**src/rtl/puf_pkg.sv**
```systemverilog
// puf_pkg
//   Shared constants for the arbiter-PUF response reader: FSM state
//   encodings, the challenge LFSR feedback taps and the default seed.
//   Imported by puf_lfsr and puf_response_reader.
package puf_pkg;

  // FSM state encodings
  localparam logic [2:0] S_IDLE   = 3'd0;
  localparam logic [2:0] S_APPLY  = 3'd1;
  localparam logic [2:0] S_LAUNCH = 3'd2;
  localparam logic [2:0] S_SETTLE = 3'd3;
  localparam logic [2:0] S_SAMPLE = 3'd4;
  localparam logic [2:0] S_OUT    = 3'd5;

  // x^16 + x^14 + x^13 + x^11 + 1, right-shifting Galois form
  localparam logic [15:0] LFSR_TAPS    = 16'hB400;
  localparam logic [15:0] DEFAULT_SEED = 16'hACE1;

endpackage

```
**src/rtl/puf_lfsr.sv**
```systemverilog
// puf_lfsr
//   Galois LFSR that generates the race-path challenge. Loads SEED on reset
//   and advances one step on every cycle with i_en high.
// Ports
//   i_clk    clock, rising edge
//   i_rst    synchronous reset, active-high (loads SEED)
//   i_en     advance one step
//   o_state  current LFSR value (the challenge)
module puf_lfsr
  import puf_pkg::*;
#(
  parameter int           W    = 16,
  parameter logic [W-1:0] TAPS = LFSR_TAPS,
  parameter logic [W-1:0] SEED = DEFAULT_SEED
) (
  input  logic         i_clk,
  input  logic         i_rst,
  input  logic         i_en,
  output logic [W-1:0] o_state
);

  logic [W-1:0] r_state;

  always_ff @(posedge i_clk) begin
    if (i_rst) begin
      r_state <= SEED;
    end else if (i_en) begin
      // bit shifted out of the LSB folds back through the tap mask
      r_state <= r_state[0] ? ((r_state >> 1) ^ TAPS) : (r_state >> 1);
    end
  end

  assign o_state = r_state;

endmodule

```
**src/rtl/puf_response_reader.sv**
```systemverilog
// puf_response_reader
//   Read side of the arbiter-PUF sampling flip-flop. Drives a challenge,
//   fires a launch pulse, waits for the race to settle, samples the
//   synchronized arbiter bit and packs bits (first bit in MSB) into
//   WORD_W-bit words handed downstream over valid/ready.
//   Optional feature macro: PUF_VN_DEBIAS_EN (von Neumann debias; each
//   output bit taken from a pair of evaluations, 01->0, 10->1, 00/11 dropped).
// Ports
//   i_clk       clock, rising edge
//   i_rst       synchronous reset, active-high
//   i_start     request one word (only honoured in IDLE or the OUT handshake)
//   o_chal      challenge to race-path muxes
//   o_launch    one-cycle race launch pulse
//   i_resp_bit  arbiter output, asynchronous; 2-flop synchronized here
//   o_data      assembled word
//   o_valid     o_data valid
//   i_ready     downstream accepts o_data
//   o_busy      high in every state except IDLE
//
// state  | meaning
// IDLE   | waiting for i_start
// APPLY  | challenge stable on o_chal
// LAUNCH | o_launch high for one cycle
// SETTLE | SETTLE_CYC-cycle down-count while the race resolves
// SAMPLE | take synchronized bit, step LFSR
// OUT    | word presented, waiting for i_ready
module puf_response_reader
  import puf_pkg::*;
#(
  parameter int              CH_W       = 16,
  parameter int              WORD_W     = 8,
  parameter int              SETTLE_CYC = 4,
  parameter logic [CH_W-1:0] LFSR_SEED  = DEFAULT_SEED
) (
  input  logic              i_clk,
  input  logic              i_rst,
  input  logic              i_start,
  output logic [CH_W-1:0]   o_chal,
  output logic              o_launch,
  input  logic              i_resp_bit,
  output logic [WORD_W-1:0] o_data,
  output logic              o_valid,
  input  logic              i_ready,
  output logic              o_busy
);

  localparam int CNT_W = $clog2(WORD_W + 1);
  localparam int SET_W = $clog2(SETTLE_CYC);

  logic [2:0]        r_state;
  logic [SET_W-1:0]  r_settle;
  logic [CNT_W-1:0]  r_cnt;
  logic [WORD_W-1:0] r_shift;
  logic              r_sync1;
  logic              r_sync2;
`ifdef PUF_VN_DEBIAS_EN
  logic              r_pair;
  logic              r_first;
`endif

  logic              w_step;
  logic [CH_W-1:0]   w_chal;

  assign w_step = (r_state == S_SAMPLE);

  puf_lfsr #(
    .W    (CH_W),
    .TAPS (CH_W'(LFSR_TAPS)),
    .SEED (LFSR_SEED)
  ) u_lfsr (
    .i_clk   (i_clk),
    .i_rst   (i_rst),
    .i_en    (w_step),
    .o_state (w_chal)
  );

  always_ff @(posedge i_clk) begin
    if (i_rst) begin
      r_sync1 <= 1'b0;
      r_sync2 <= 1'b0;
    end else begin
      r_sync1 <= i_resp_bit;
      r_sync2 <= r_sync1;
    end
  end

  always_ff @(posedge i_clk) begin
    if (i_rst) begin
      r_state  <= S_IDLE;
      r_settle <= '0;
      r_cnt    <= '0;
      r_shift  <= '0;
`ifdef PUF_VN_DEBIAS_EN
      r_pair   <= 1'b0;
      r_first  <= 1'b0;
`endif
    end else begin
      case (r_state)
        S_IDLE: begin
          if (i_start) r_state <= S_APPLY;
        end
        S_APPLY: begin
          r_state <= S_LAUNCH;
        end
        S_LAUNCH: begin
          r_settle <= SET_W'(SETTLE_CYC - 1);
          r_state  <= S_SETTLE;
        end
        S_SETTLE: begin
          if (r_settle == '0) r_state <= S_SAMPLE;
          else                r_settle <= r_settle - 1'b1;
        end
        S_SAMPLE: begin
`ifdef PUF_VN_DEBIAS_EN
          if (!r_pair) begin
            r_first <= r_sync2;
            r_pair  <= 1'b1;
            r_state <= S_APPLY;
          end else begin
            r_pair <= 1'b0;
            // a differing pair yields its first bit; equal pairs are dropped
            if (r_sync2 != r_first) begin
              r_shift <= {r_shift[WORD_W-2:0], r_first};
              r_cnt   <= r_cnt + 1'b1;
              r_state <= (r_cnt == CNT_W'(WORD_W - 1)) ? S_OUT : S_APPLY;
            end else begin
              r_state <= S_APPLY;
            end
          end
`else
          r_shift <= {r_shift[WORD_W-2:0], r_sync2};
          r_cnt   <= r_cnt + 1'b1;
          r_state <= (r_cnt == CNT_W'(WORD_W - 1)) ? S_OUT : S_APPLY;
`endif
        end
        S_OUT: begin
          if (i_ready) begin
            r_cnt   <= '0;
            r_state <= i_start ? S_APPLY : S_IDLE;
          end
        end
        default: r_state <= S_IDLE;
      endcase
    end
  end

  assign o_chal   = w_chal;
  assign o_launch = (r_state == S_LAUNCH);
  assign o_valid  = (r_state == S_OUT);
  assign o_busy   = (r_state != S_IDLE);
  assign o_data   = r_shift;

endmodule

```
**config.mk**
```make
export PLATFORM = sky130hd
export DESIGN_NAME = puf_response_reader
export DESIGN_NICKNAME = d
export VERILOG_FILES = /design/src/rtl/puf_pkg.sv /design/src/rtl/puf_lfsr.sv /design/src/rtl/puf_response_reader.sv
export SDC_FILE = /design/constraint.sdc
export NUM_CORES = 1
export LEC_CHECK = 0
export ABC_CLOCK_PERIOD_IN_PS = 1850
export CAP_MARGIN = 25
export CELL_PAD_IN_SITES_DETAIL_PLACEMENT = 1
export CELL_PAD_IN_SITES_GLOBAL_PLACEMENT = 1
export CORE_ASPECT_RATIO = 1.25
export CORE_UTILIZATION = 37
export CTS_CLUSTER_DIAMETER = 80
export DETAILED_ROUTE_END_ITERATION = 10
export PLACE_DENSITY_LB_ADDON = 0.1
export SYNTH_ARGS = -nofsm -noshare
export SYNTH_HDL_FRONTEND = slang
export SYNTH_SLANG_ARGS = --single-unit
```
**constraint.sdc**
```tcl
create_clock -name i_clk -period 1.85 [get_ports i_clk]
set_input_delay 0.37 -clock i_clk [delete_from_list [all_inputs] [get_ports i_clk]]
set_output_delay 0.37 -clock i_clk [all_outputs]
set_load 0.05 [all_outputs]
```
[After elaboration in Yosys (flattened, before gate mapping)]
Cells that the tools add are included.
Word-level totals
  logic and storage cells: 39
  output and inout bits: 27
  input port bits: 5
  register bits: 35
Operators by class
  eq/ne operators: 10
  multiplexer cells: 11
  bitwise gates (word level): 1
  $add $sub $neg: 2
  reductions and logical operators: 8
Operators by type and width (count)
  $pmux W3 S6: 1
  $mux W16: 1
  $mux W3: 4
  $pmux W4 S2: 1
  $eq A3 B2 Y1 const B: 2
  $eq A3 B3 Y1 const B: 2
  $ne A2 B2 Y1 const B: 3
  $add A4 B1 Y4 const B: 1
  $eq A4 B3 Y1 const B: 1
  $mux W4: 1
  $not A3 Y4: 1
  $pmux W2 S2: 1
  $reduce_and A2 Y1: 2
  $reduce_bool A2 Y1: 2
  $eq A3 B1 Y1 const B: 1
  $logic_not A3 Y1: 1
  $reduce_and A3 Y1: 1
  $reduce_bool A3 Y1: 1
  $logic_not A2 Y1: 1
  $mux W2: 1
  $ne A2 B1 Y1 const B: 1
  $sub A2 B1 Y2 const B: 1
  $mux W1: 1

[Depth between registers and ports, before layout]
Gate-level depths: netlist (run 1).
  depth in word-level cells: 3
  depth in mapped cells: 6
  gate-level depth less buffers: 5

[Modules after synthesis]
From an unflattened synthesis (run 1), not the netlist that was laid out.
Unflattened totals
  cells, all modules: 159
  area total of the unflattened synthesis: 1516.5 um^2
Modules (own cells, without submodules)
  puf_response_reader: area an instance 885.8 um^2, sequential area each 380.4 um^2, times used 1, cells an instance 103
  puf_lfsr: area an instance 630.6 um^2, sequential area each 320.3 um^2, times used 1, cells an instance 56

[Least setup slack after synthesis (run 1)]
OpenSTA, ideal clock, no wires.
  path type: reg2out
  from: register r_state[0]
  to: output port o_valid
  buffers on the path: 2
  stages on the path, launching flop included: 5
  data required time: 1480 ps
  setup slack: 154 ps
  arrival: 1326 ps
  cell sequence: dfxtp_1 buf_6 buf_2 inv_1 nor2_1
Between the ends
  longest elaborated chain between the ends: 1
RTL lines
  from (decl): line puf_response_reader.sv:50  | logic [2:0] r_state;
  from (signal assigned): line puf_response_reader.sv:133  | r_state <= (r_cnt == CNT_W'(WORD_W - 1)) ? S_OUT : S_APPLY;
  from (signal assigned): line puf_response_reader.sv:139  | r_state <= i_start ? S_APPLY : S_IDLE;
  $eq A3 B3 Y1: line puf_response_reader.sv:149  | assign o_valid = (r_state == S_OUT);
  to (decl): line puf_response_reader.sv:42  | output logic o_valid,
No other way between the ends.

[Final worst setup path (run 1)]
  from: register r_state[1]
  to: output port o_busy
Between the ends
  longest elaborated chain between the ends: 1
RTL lines
  $reduce_bool A3 Y1: line puf_response_reader.sv:150  | assign o_busy = (r_state != S_IDLE);
  to (decl): line puf_response_reader.sv:44  | output logic o_busy
No other way between the ends.

==> results of run 1 <==
## cells in the mapped netlist, types with 2 or more instances
| library cell | instances |
|---|---|
| buf_6 | 4 |
| ha_1 | 2 |
| buf_2 | 5 |
| nand3b_1 | 7 |
| xnor2_1 | 3 |
| a211o_1 | 2 |
| a22o_1 | 2 |
| inv_1 | 3 |
| a211oi_1 | 4 |
| nor2b_1 | 4 |
| a31oi_1 | 2 |
| nand3_1 | 2 |
| a21oi_1 | 19 |
| nor2_1 | 7 |
| clkbuf_1 | 5 |
| o21ai_0 | 6 |
| nor4bb_1 | 2 |
| nand2_1 | 45 |
| dfxtp_1 | 35 |
| or3_1 | 2 |
| nand2b_1 | 2 |
## cell families (layout without fill, tap and decap cells)
kind of cell | after synthesis | in the layout | synth area share [%]
buffers and inverters | 17 | 50 | 6.68
muxes | 1 | 1 | 0.752
adders and majority gates | 2 | 2 | 1.67
DFF | 35 | 35 | 46.8
AOI/OAI and AO/OA | 36 | 36 | 14.1
xor gates and xnor gates | 3 | 3 | 1.75
and+or+nand+nor | 81 | 81 | 28.2
## per-layer routing
metal | GRT usage, % | wire length, um
met5 | 0 | 0
met4 | 9.52 | 72
met3 | 4.43 | 137
met2 | 33.2 | 1870
met1 | 21.6 | 1530
## worst max-delay path by stage
stage                    start  slack (ps)                  to
global route        r_state[0]          10             o_valid
finish              r_state[1]          70              o_busy
global placement    r_state[1]         320              o_busy
detailed placement  r_state[2]         290  u_lfsr.o_state[15]
CTS                  o_data[0]           5           o_data[0]
floorplan           r_state[0]         150             o_valid
## what timing repair did
action	CTS	global route
gates resized for setup	2	3
endpoints found under the hold margin	0	0
setup buffers	0	0
setup endpoints to repair	3	3
## layout make-up
class,instances,share of cell area (%)
clock buffer,5,3.56
clock inverter,3,0.778
inverter,3,0.583
multi-input combinational,123,36.1
sequential,35,36.4
tap,54,3.50
timing repair buffer,39,19.1
## power groups by stage
stage / Clock, mW / Combinational [mW] / Sequential, mW
after detailed placement: 0 / 0.619 / 0.910
final: 0.538 / 0.612 / 0.895
after CTS: 0.554 / 0.620 / 0.894
after global routing: 0.587 / 0.663 / 0.905
after global placement: 0 / 0.598 / 0.906
after floorplan: 0 / 0.341 / 0.988
## registers in the layout, summed over array words and instances, names as in the netlist
signal          flops
o_data              8
r_sync2             1
r_cnt               4
r_settle            2
r_state             3
u_lfsr.o_state     16
r_sync1             1
## worst register-to-register path, cell delays in order, from the launching register on
cell and delay (ps):
dfxtp_1 320, inv_1 80, ha_1 280, and4bb_2 280
nor3_1 230, a311oi_1 130
==> run metrics, run 1 <==
Max-cap violations 0; sum of internal, switching and leakage power 2.05 mW; sum of net half-perimeters after detailed placement 2.62 mm; area of placed instances 0.00184 mm^2; CORE AREA 0.00382 mm^2; Worst Hold Path EP r_sync2; worst-case register-to-register setup slack 400 ps; result of the run finished clean; Max Root-Sink Buffers 2; number of global-route vias before repair 1333; cell count after placement 254; r2r endpoint r_state[2]; starting DRC count in detailed routing 28; # IOs 32; fraction of final layout cells with drive strength greater than 1 22.1%; most area-hungry cell type in the Yosys netlist dfxtp_1; unrepaired setup endpoints after global routing no; Min-Delay Path Depth 1; Slew headroom 65.4%; source-to-sink clock delay at the later pin of the worst-skew pair 290 ps; number of hold-repair buffers added at the cts stage 0; part of the total power dissipated in combinational logic 29.9%; Post-DRT Antenna Nets 0; net count of the mapped netlist 182; per-cell routed wire length 13.8 um; horizontal die dimension 58.9 um; Area growth, synth to finish 28.9%; buffering stage count on the worst path with inverters included 2; startpoint of the worst hold path r_sync1; FF/Latch Area 703 um^2; commonest cells after routing, fill and taps aside 45 x nand2_1, 33 x dfxtp_1, 28 x buf_4, 19 x a21oi_1; slowest stage delay, CP 390 ps; max frequency 562 MHz; CP startpoint kind register; effective utilization at floorplan 39.2%; worst hold margin 450 ps; leakage power 0.775 nW; kind of critical path reg -> out; Synth Register Bits 35; final design utilization 50.6%; Clock Skews 4.51 ps; number of vias after detailed routing 1318; wire length reported by the detailed router 3.61 mm; Mean Syn Cell Area 8.56 um^2; count of buffers inserted at the top-level ports 31; Worst-path clk slew 70 ps; total of warnings raised by yosys 0; master of the slowest instance on the critical path or3_1; cell family contributing the most delay on the critical path simple AND/OR/NAND/NOR gates; number of cells on the worst reg-to-reg path 5; std cell rows 25; worst setup margin 70.6 ps; maximum number of pins on one net before global-route repair 36; most common cell after layout, fill and taps aside nand2_1; switching power 0.721 mW; Total Routing Usage GR 19.1%; sinks on the clock net 35; DIE AREA 0.00431 mm^2; area share of the largest cell type after synthesis 46.8%; overflow left after global routing 0; global placement routability congestion 0.800; H-tree levels 2; internal power summed over all cells 1.32 mW; top cells by area, synth dfxtp_1 47%, nand2_1 11%, a21oi_1 6.3%; root buffer selected by CTS clkbuf_8; DRC violation count after routing 0; area of combinational cells with multiple inputs 697 um^2; post-synthesis cell type count 33; summed area of non-filler cells in the final layout 0.00193 mm^2; share of the yosys chip area belonging to registers 46.8%; relative contribution of sequential cells to total power 43.8%; async set or reset register ratio after synthesis 0%; Reg-to-Reg Start r_settle[1]; cell-by-cell trace of the critical path buf_4 > or3_1 > buf_12; Post-Layout Cell Count 262; TritonCTS buffer count 5; Detailed Routing Iterations Pass 1 4; Primary FF master, synth dfxtp_1; Power Dens Cells 1060 mW/mm^2; count of pins over their slew limit 0; setup TNS 0 ps; wire length of the first global-routing pass 6.22 mm; endpoint kind of the worst setup timing path output port; measured slew at the worst slew-check pin 518 ps; synthesized netlist cell count 175; final critical-path share of the clock period 96.2%; DIE HEIGHT 73.1 um; CP Max Fanout 9; critical path required time 1480 ps; Clock Power Share 26.3%; Worst path depth 3; CTS tree built; count of inserted antenna diode cells 0; fillers 474; final critical path time including I/O delays and setup 1780 ps; Net Sw Frac 35.2%; endpoint arrival time on the critical path 1410 ps; number of antenna violations at the first check in global routing 0; Peak VDD IR 0.593 mV; Min-Delay Path Class reg -> reg; cell area after technology mapping 0.00150 mm^2; post-placement worst setup slack 295 ps; final hold violations 0; Final nets 214; final number of setup-violating endpoints 0; number of enable-type register cells in the synthesized netlist 0; post-detailed-route via-to-cell ratio 5.03
Power figures use the tool's default switching activity.
==> run 2, diff against run 1 <==
CORE_UTILIZATION = 30   (was 37)
==> run 2 against run 1 <==
Cell count rose by 1.5%. Clock skew rose by 5.7 ps. Hold slack got worse by 8.3 ps. Wire length fell by 2.1%. Sequential share of layout area rose by 0.071 points. First-iteration DRC count rose by 14%. Fmax fell by 0.59%. Via count fell by 0.61%. Setup slack got worse by 11 ps. Die area rose by 23%. Combinational power fell by 3%. Non-clock buffer count fell by 2.
==> run metrics, run 2 (same netlist as run 1, synthesis figures left out) <==
result of the run finished clean; CP startpoint kind register; number of antenna violations at the first check in global routing 0 (unchanged); cell count after placement 258 (+1.6%); cell family contributing the most delay on the critical path buffers and inverters; count of pins over their slew limit 0 (unchanged); TritonCTS buffer count 5 (unchanged); maximum number of pins on one net before global-route repair 36 (unchanged); endpoint arrival time on the critical path 1420 ps (about the same); count of buffers inserted at the top-level ports 31 (unchanged); Min-Delay Path Depth 1 (unchanged); overflow left after global routing 0 (unchanged); master of the slowest instance on the critical path clkdlybuf4s50_1; Worst-path clk slew 70 ps (about the same); horizontal die dimension 65.2 um (+11%); Max Root-Sink Buffers 2 (unchanged); Detailed Routing Iterations Pass 1 6 (+2); H-tree levels 2 (unchanged); setup TNS 0 ps (unchanged); Reg-to-Reg Start r_state[2]; # IOs 32 (unchanged); Slew headroom 66.6% (+1.2 points); Post-DRT Antenna Nets 0 (unchanged); worst-case register-to-register setup slack 360 ps (-40 ps); commonest cells after routing, fill and taps aside 45 x nand2_1, 33 x dfxtp_1, 25 x buf_4, 19 x a21oi_1; slowest stage delay, CP 800 ps (+410 ps); r2r endpoint u_lfsr.o_state[5]; kind of critical path reg -> out; CTS tree built; DIE HEIGHT 81.0 um (+11%); Max-cap violations 0 (unchanged); final hold violations 0 (unchanged); starting DRC count in detailed routing 32 (+14%); number of flip-flops in the largest register 16 (unchanged); root buffer selected by CTS clkbuf_8; global placement routability congestion 0.685 (-14%); sum of net half-perimeters after detailed placement 2.54 mm (-3.3%); unrepaired setup endpoints after global routing no; final critical-path share of the clock period 96.8% (+0.57 points); wire length of the first global-routing pass 5.93 mm (-4.8%); wire length reported by the detailed router 3.53 mm (-2.1%); DIE AREA 0.00528 mm^2 (+23%); final design utilization 40.4% (-10 points); post-detailed-route via-to-cell ratio 4.92 (-2.1%); std cell rows 28 (+12%); leakage power 0.741 nW (-4.4%); max frequency 559 MHz (-0.59%); effective utilization at floorplan 31.4% (-7.8 points); endpoint kind of the worst setup timing path output port; Post-Layout Cell Count 266 (+1.5%); final number of setup-violating endpoints 0 (unchanged); CORE AREA 0.00476 mm^2 (+25%); Total Routing Usage GR 15.0% (-4.2 points); Min-Delay Path Class reg -> reg; cell-by-cell trace of the critical path clkdlybuf4s50_1; source-to-sink clock delay at the later pin of the worst-skew pair 290 ps (about the same); final critical path time including I/O delays and setup 1790 ps (+10.6 ps); critical path required time 1480 ps (about the same); Worst path depth 1 (-2); DRC violation count after routing 0 (unchanged); Clock Skews 10.2 ps (+5.73 ps); number of global-route vias before repair 1288 (-3.4%); sum of internal, switching and leakage power 2.04 mW (-0.37%); Power Dens Cells 1060 mW/mm^2 (-0.17%); number of cells on the worst reg-to-reg path 4 (-1); worst hold margin 441 ps (-8.25 ps); number of hold-repair buffers added at the cts stage 0 (unchanged); most common cell after layout, fill and taps aside nand2_1; per-cell routed wire length 13.3 um (-3.6%); buffering stage count on the worst path with inverters included 1 (-1); CP Launch Point o_data[7]; sinks on the clock net 35 (unchanged); capturing instance or port of the critical path o_data[7]; number of vias after detailed routing 1310 (-0.61%); CP Max Fanout 2 (-7); Final nets 212 (-0.93%); count of inserted antenna diode cells 0 (unchanged); measured slew at the worst slew-check pin 500 ps (-17.7 ps); Peak VDD IR 0.374 mV (-37%); fraction of final layout cells with drive strength greater than 1 20.4% (-1.7 points); Area growth, synth to finish 28.7%
-- run 2: cell count changes in the layout (fill, tap and decap cells not counted) --
| cell | change |
|---|---|
| clkbuf_1 | +1 |
| clkinv_2 | -2 |
| clkinvlp_4 | +1 |
| clkdlybuf4s50_1 | +1 |
| buf_4 | -3 |
-- run 2: layout make-up --
class / count / area (um^2)
Fill cell: 593 / 2840
Inverter: 3 / 11.3
Tap cell: 60 / 75.1
Sequential cell: 35 / 703
Multi-Input combinational cell: 123 / 697
Clock inverter: 2 / 12.5
Timing Repair Buffer: 37 / 355
Clock buffer: 6 / 72.6
-- run 2: how the worst min path moves through the flow --
stage	start	end	slack [ps]
6_report	r_sync1	r_sync2	440
5_1_grt	r_sync1	r_sync2	470
4_1_cts	r_sync1	r_sync2	450
3_5_place_dp	r_sync1	r_sync2	430
3_3_place_gp	r_sync1	r_sync2	420
2_1_floorplan	r_sync1	r_sync2	410
-- run 2: timing repair --
| item | CTS | global route |
|---|---|---|
| gates cloned | 0 | 0 |
| buffers inserted | 0 | 0 |
| hold endpoints to repair | 0 | 0 |
| pin swaps | 0 | 0 |
| resized for setup | 2 | 3 |
| setup endpoints to repair | 2 | 3 |
-- run 2: through the flow --
stage	setup slack, ps	cell area, um^2
CTS	14.3	1920
detailed placement	230	1830
finish	60.1	1930
global placement	283	1830
global route	1.65	1930
floorplan	154	1500
-- run 2: per-layer routing --
metal,up-vias,part of all wire [%],GRT usage [%]
li1,648,-,-
met1,630,43,16.0
met2,26,52,26.7
met3,6,3.6,4.21
met4,0,1.9,7.17
met5,-,0,0
-- run 2: report_power, final --
group	switching (mW)	internal, mW	total (mW)
Sequential	0.0812	0.815	0.897
Clock	0.283	0.263	0.546
Combinational	0.352	0.243	0.595
Total	0.716	1.32	2.04
==> run 3, diff against run 2 <==
ABC_AREA = 1   (was default)
TNS_END_PERCENT = 20   (was default)
==> run 3 against run 2 <==
Synthesized area shrank 5.3%. Non-clock buffer count shrank 3. Via count shrank 0.53%. Die area down 5.1%. Synthesized cell count is 5.7% higher. First-iteration DRC count increased to 2.6 times the previous value. Clock skew down 5.5 ps. Critical endpoint unchanged. Count of clock-buffer cells in the layout unchanged. Global-route usage up 1.0 points. Fmax is 1.3% lower. Largest cell class unchanged. Power increased by 20%. Hold slack worse by 19 ps.
==> run metrics, run 3 <==
setup TNS 0 ps (unchanged); most frequent cells after synthesis 42 x nor2_1, 35 x dfxtp_1, 28 x nand2_1; H-tree levels 2 (unchanged); net count of the mapped netlist 192 (+5.5%); number of hold-repair buffers added at the cts stage 0 (unchanged); endpoint kind of the worst setup timing path output port; sum of net half-perimeters after detailed placement 2.51 mm (-0.97%); top cells by area, synth dfxtp_1 49%, nor2_1 11%, nand2_1 7.4%; met3 Use GR 4.45% (+0.24 points); measured slew at the worst slew-check pin 514 ps (+13.6 ps); Mean Syn Cell Area 7.67 um^2 (-10%); TritonCTS buffer count 5 (unchanged); number of global-route vias before repair 1319 (+2.4%); Peak VDD IR 0.538 mV (+44%); number of gates resized after cts 0 (-2); overflow left after global routing 0 (unchanged); number of vias after detailed routing 1303 (-0.53%); busiest grt layer met2; std cell rows 27 (-3.6%); most repeated cell in the gate-level netlist after synthesis nor2_1; final number of setup-violating endpoints 0 (unchanged); DRC violation count after routing 0 (unchanged); Total Routing Usage GR 16.0% (+1.0 points); async set or reset register ratio after synthesis 0% (unchanged); Worst-path clk slew 70 ps (about the same); met2 layer usage reported by global route 29.3% (+2.6 points); count of inserted antenna diode cells 0 (unchanged); Power Dens Cells 1330 mW/mm^2 (+26%); Primary FF master, synth dfxtp_1; effective utilization at floorplan 31.8% (+0.38 points); unrepaired setup endpoints after global routing no; summed area of non-filler cells in the final layout 0.00184 mm^2 (-4.4%); global placement routability congestion 0.710 (+3.8%); buffering stage count on the worst path with inverters included 1 (unchanged); commonest cells after routing, fill and taps aside 42 x nor2_1, 35 x dfxtp_1, 28 x nand2_1, 26 x buf_4, 20 x o21ai_0; leakage power 0.799 nW (+7.8%); Clock Skews 4.69 ps (-5.55 ps); Detailed Routing Iterations Pass 1 4 (-2); post-synthesis cell type count 24 (-27%); cell area after technology mapping 0.00142 mm^2 (-5.3%); source-to-sink clock delay at the later pin of the worst-skew pair 280 ps (about the same); CORE AREA 0.00446 mm^2 (-6.4%); switching power 0.897 mW (+25%); # IOs 32 (unchanged); number of antenna violations at the first check in global routing 0 (unchanged); cell-by-cell trace of the critical path clkdlybuf4s50_1; critical path required time 1480 ps (about the same); final design utilization 41.3% (+0.86 points); endpoint arrival time on the critical path 1440 ps (+20 ps); post-detailed-route via-to-cell ratio 4.74 (-3.8%); final critical path time including I/O delays and setup 1810 ps (+24.3 ps); count of pins over their slew limit 0 (unchanged); Slew headroom 65.6% (-0.96 points); relative contribution of sequential cells to total power 38.7% (-5.3 points); per-cell routed wire length 12.9 um (-2.9%); fillers 573 (-3.4%); total of warnings raised by yosys 0 (unchanged); internal power summed over all cells 1.55 mW (+17%); count of buffers inserted at the top-level ports 31 (unchanged); horizontal die dimension 63.5 um (-2.6%); wire length of the first global-routing pass 6.22 mm (+4.9%); met1 Resource Use GR 17.4% (+1.3 points); Synth Register Bits 35 (unchanged); kind of critical path reg -> out; Min-Delay Path Class reg -> reg; most area-hungry cell type in the Yosys netlist dfxtp_1; DIE AREA 0.00501 mm^2 (-5.1%); CP Max Fanout 2 (unchanged); sinks on the clock net 35 (unchanged); slowest stage delay, CP 820 ps (+20 ps); post-CTS setup buffer count 0 (unchanged); max frequency 551 MHz (-1.3%); final hold violations 0 (unchanged); area of placed instances 0.00172 mm^2 (-5.9%); number of enable-type register cells in the synthesized netlist 0 (unchanged); part of the total power dissipated in combinational logic 32.1% (+2.9 points); cell family contributing the most delay on the critical path buffers and inverters; DIE HEIGHT 78.9 um (-2.6%); Net Sw Frac 36.7% (+1.5 points); synthesized netlist cell count 185 (+5.7%); area share of the largest cell type after synthesis 49.4% (+2.6 points); Max Root-Sink Buffers 2 (unchanged); final critical-path share of the clock period 98.1% (+1.3 points); fraction of final layout cells with drive strength greater than 1 19.4% (-1.0 points); Post-DRT Antenna Nets 0 (unchanged); Max-cap violations 0 (unchanged); CP startpoint kind register; Area growth, synth to finish 29.8%; number of flip-flops in the largest register 16 (unchanged); result of the run finished clean; root buffer selected by CTS clkbuf_8; wire length reported by the detailed router 3.55 mm (+0.40%); maximum number of pins on one net before global-route repair 29 (-19%); Clock Power Share 29.1% (+2.3 points); share of the yosys chip area belonging to registers 49.4% (+2.6 points); Final nets 223 (+5.2%); most common cell after layout, fill and taps aside nor2_1; master of the slowest instance on the critical path clkdlybuf4s50_1; CTS tree built; starting DRC count in detailed routing 82 (+160%)
run 3: cell types whose count changed in the layout (fill, tap and decap cells not counted), moves of 6 or more:
cell,delta
nand2_1,-17
a21oi_1,-9
o21ai_0,+14
nand3_1,+10
nand3b_1,-6
nor2_1,+35
inv_1,+8
run 3: power groups by stage:
stage	combinational, mW	clock (mW)	sequential (mW)
after global routing	0.857	0.780	0.963
after floorplan	0.352	0	1.17
after global placement	0.778	0	0.961
after detailed placement	0.797	0	0.967
after CTS	0.799	0.736	0.951
final	0.787	0.712	0.948
run 3: layer usage:
layer  wire (um)  up-vias  share of wire (%)
met5           0        -                  0
met4          44        0                1.2
met3         112        5                3.2
met2        1900       21                 54
met1        1490      625                 42
li1            -      652                  -
run 3: per-stage QoR:
step	std cells	setup slack, ps	hold WS [ps]	power (mW)
3_5_place_dp	267	309	404	1.76
3_3_place_gp	267	379	397	1.74
6_report	275	35.8	422	2.45
5_1_grt	275	4.91	472	2.60
2_1_floorplan	185	292	388	1.52
4_1_cts	275	19.8	420	2.49
run 3: worst paths after layout:
kind / cells past startpoint / slack (ps) / end / start
max: 1 / 40 / o_data[7] / o_data[7]
min: 2 / 420 / r_sync2 / r_sync1
max reg2reg: 5 / 380 / r_cnt[0] / r_state[0]
min reg2reg: 2 / 420 / r_sync2 / r_sync1
run 3: cell families (layout without fill, tap and decap cells):
family          after synthesis  in the layout  share of synthesized area, %
simple gates                 90             90                          27.0
compound gates               32             32                          11.5
buf+inv                      23             55                          8.55
xor+xnor                      3              3                          1.85
flops                        35             35                          49.4
fa+ha+maj                     2              2                          1.76
run 3: final cells by class:
cell class                      instances  area (um^2)  area share [%]
Clock inverter                          2         35.0            1.90
Clock buffer                            6         82.6            4.48
Inverter                               13         48.8            2.65
Multi-Input combinational cell        127          597            32.4
Tap cell                               58         72.6            3.94
Timing Repair Buffer                   34          305            16.6
Sequential cell                        35          701            38.0
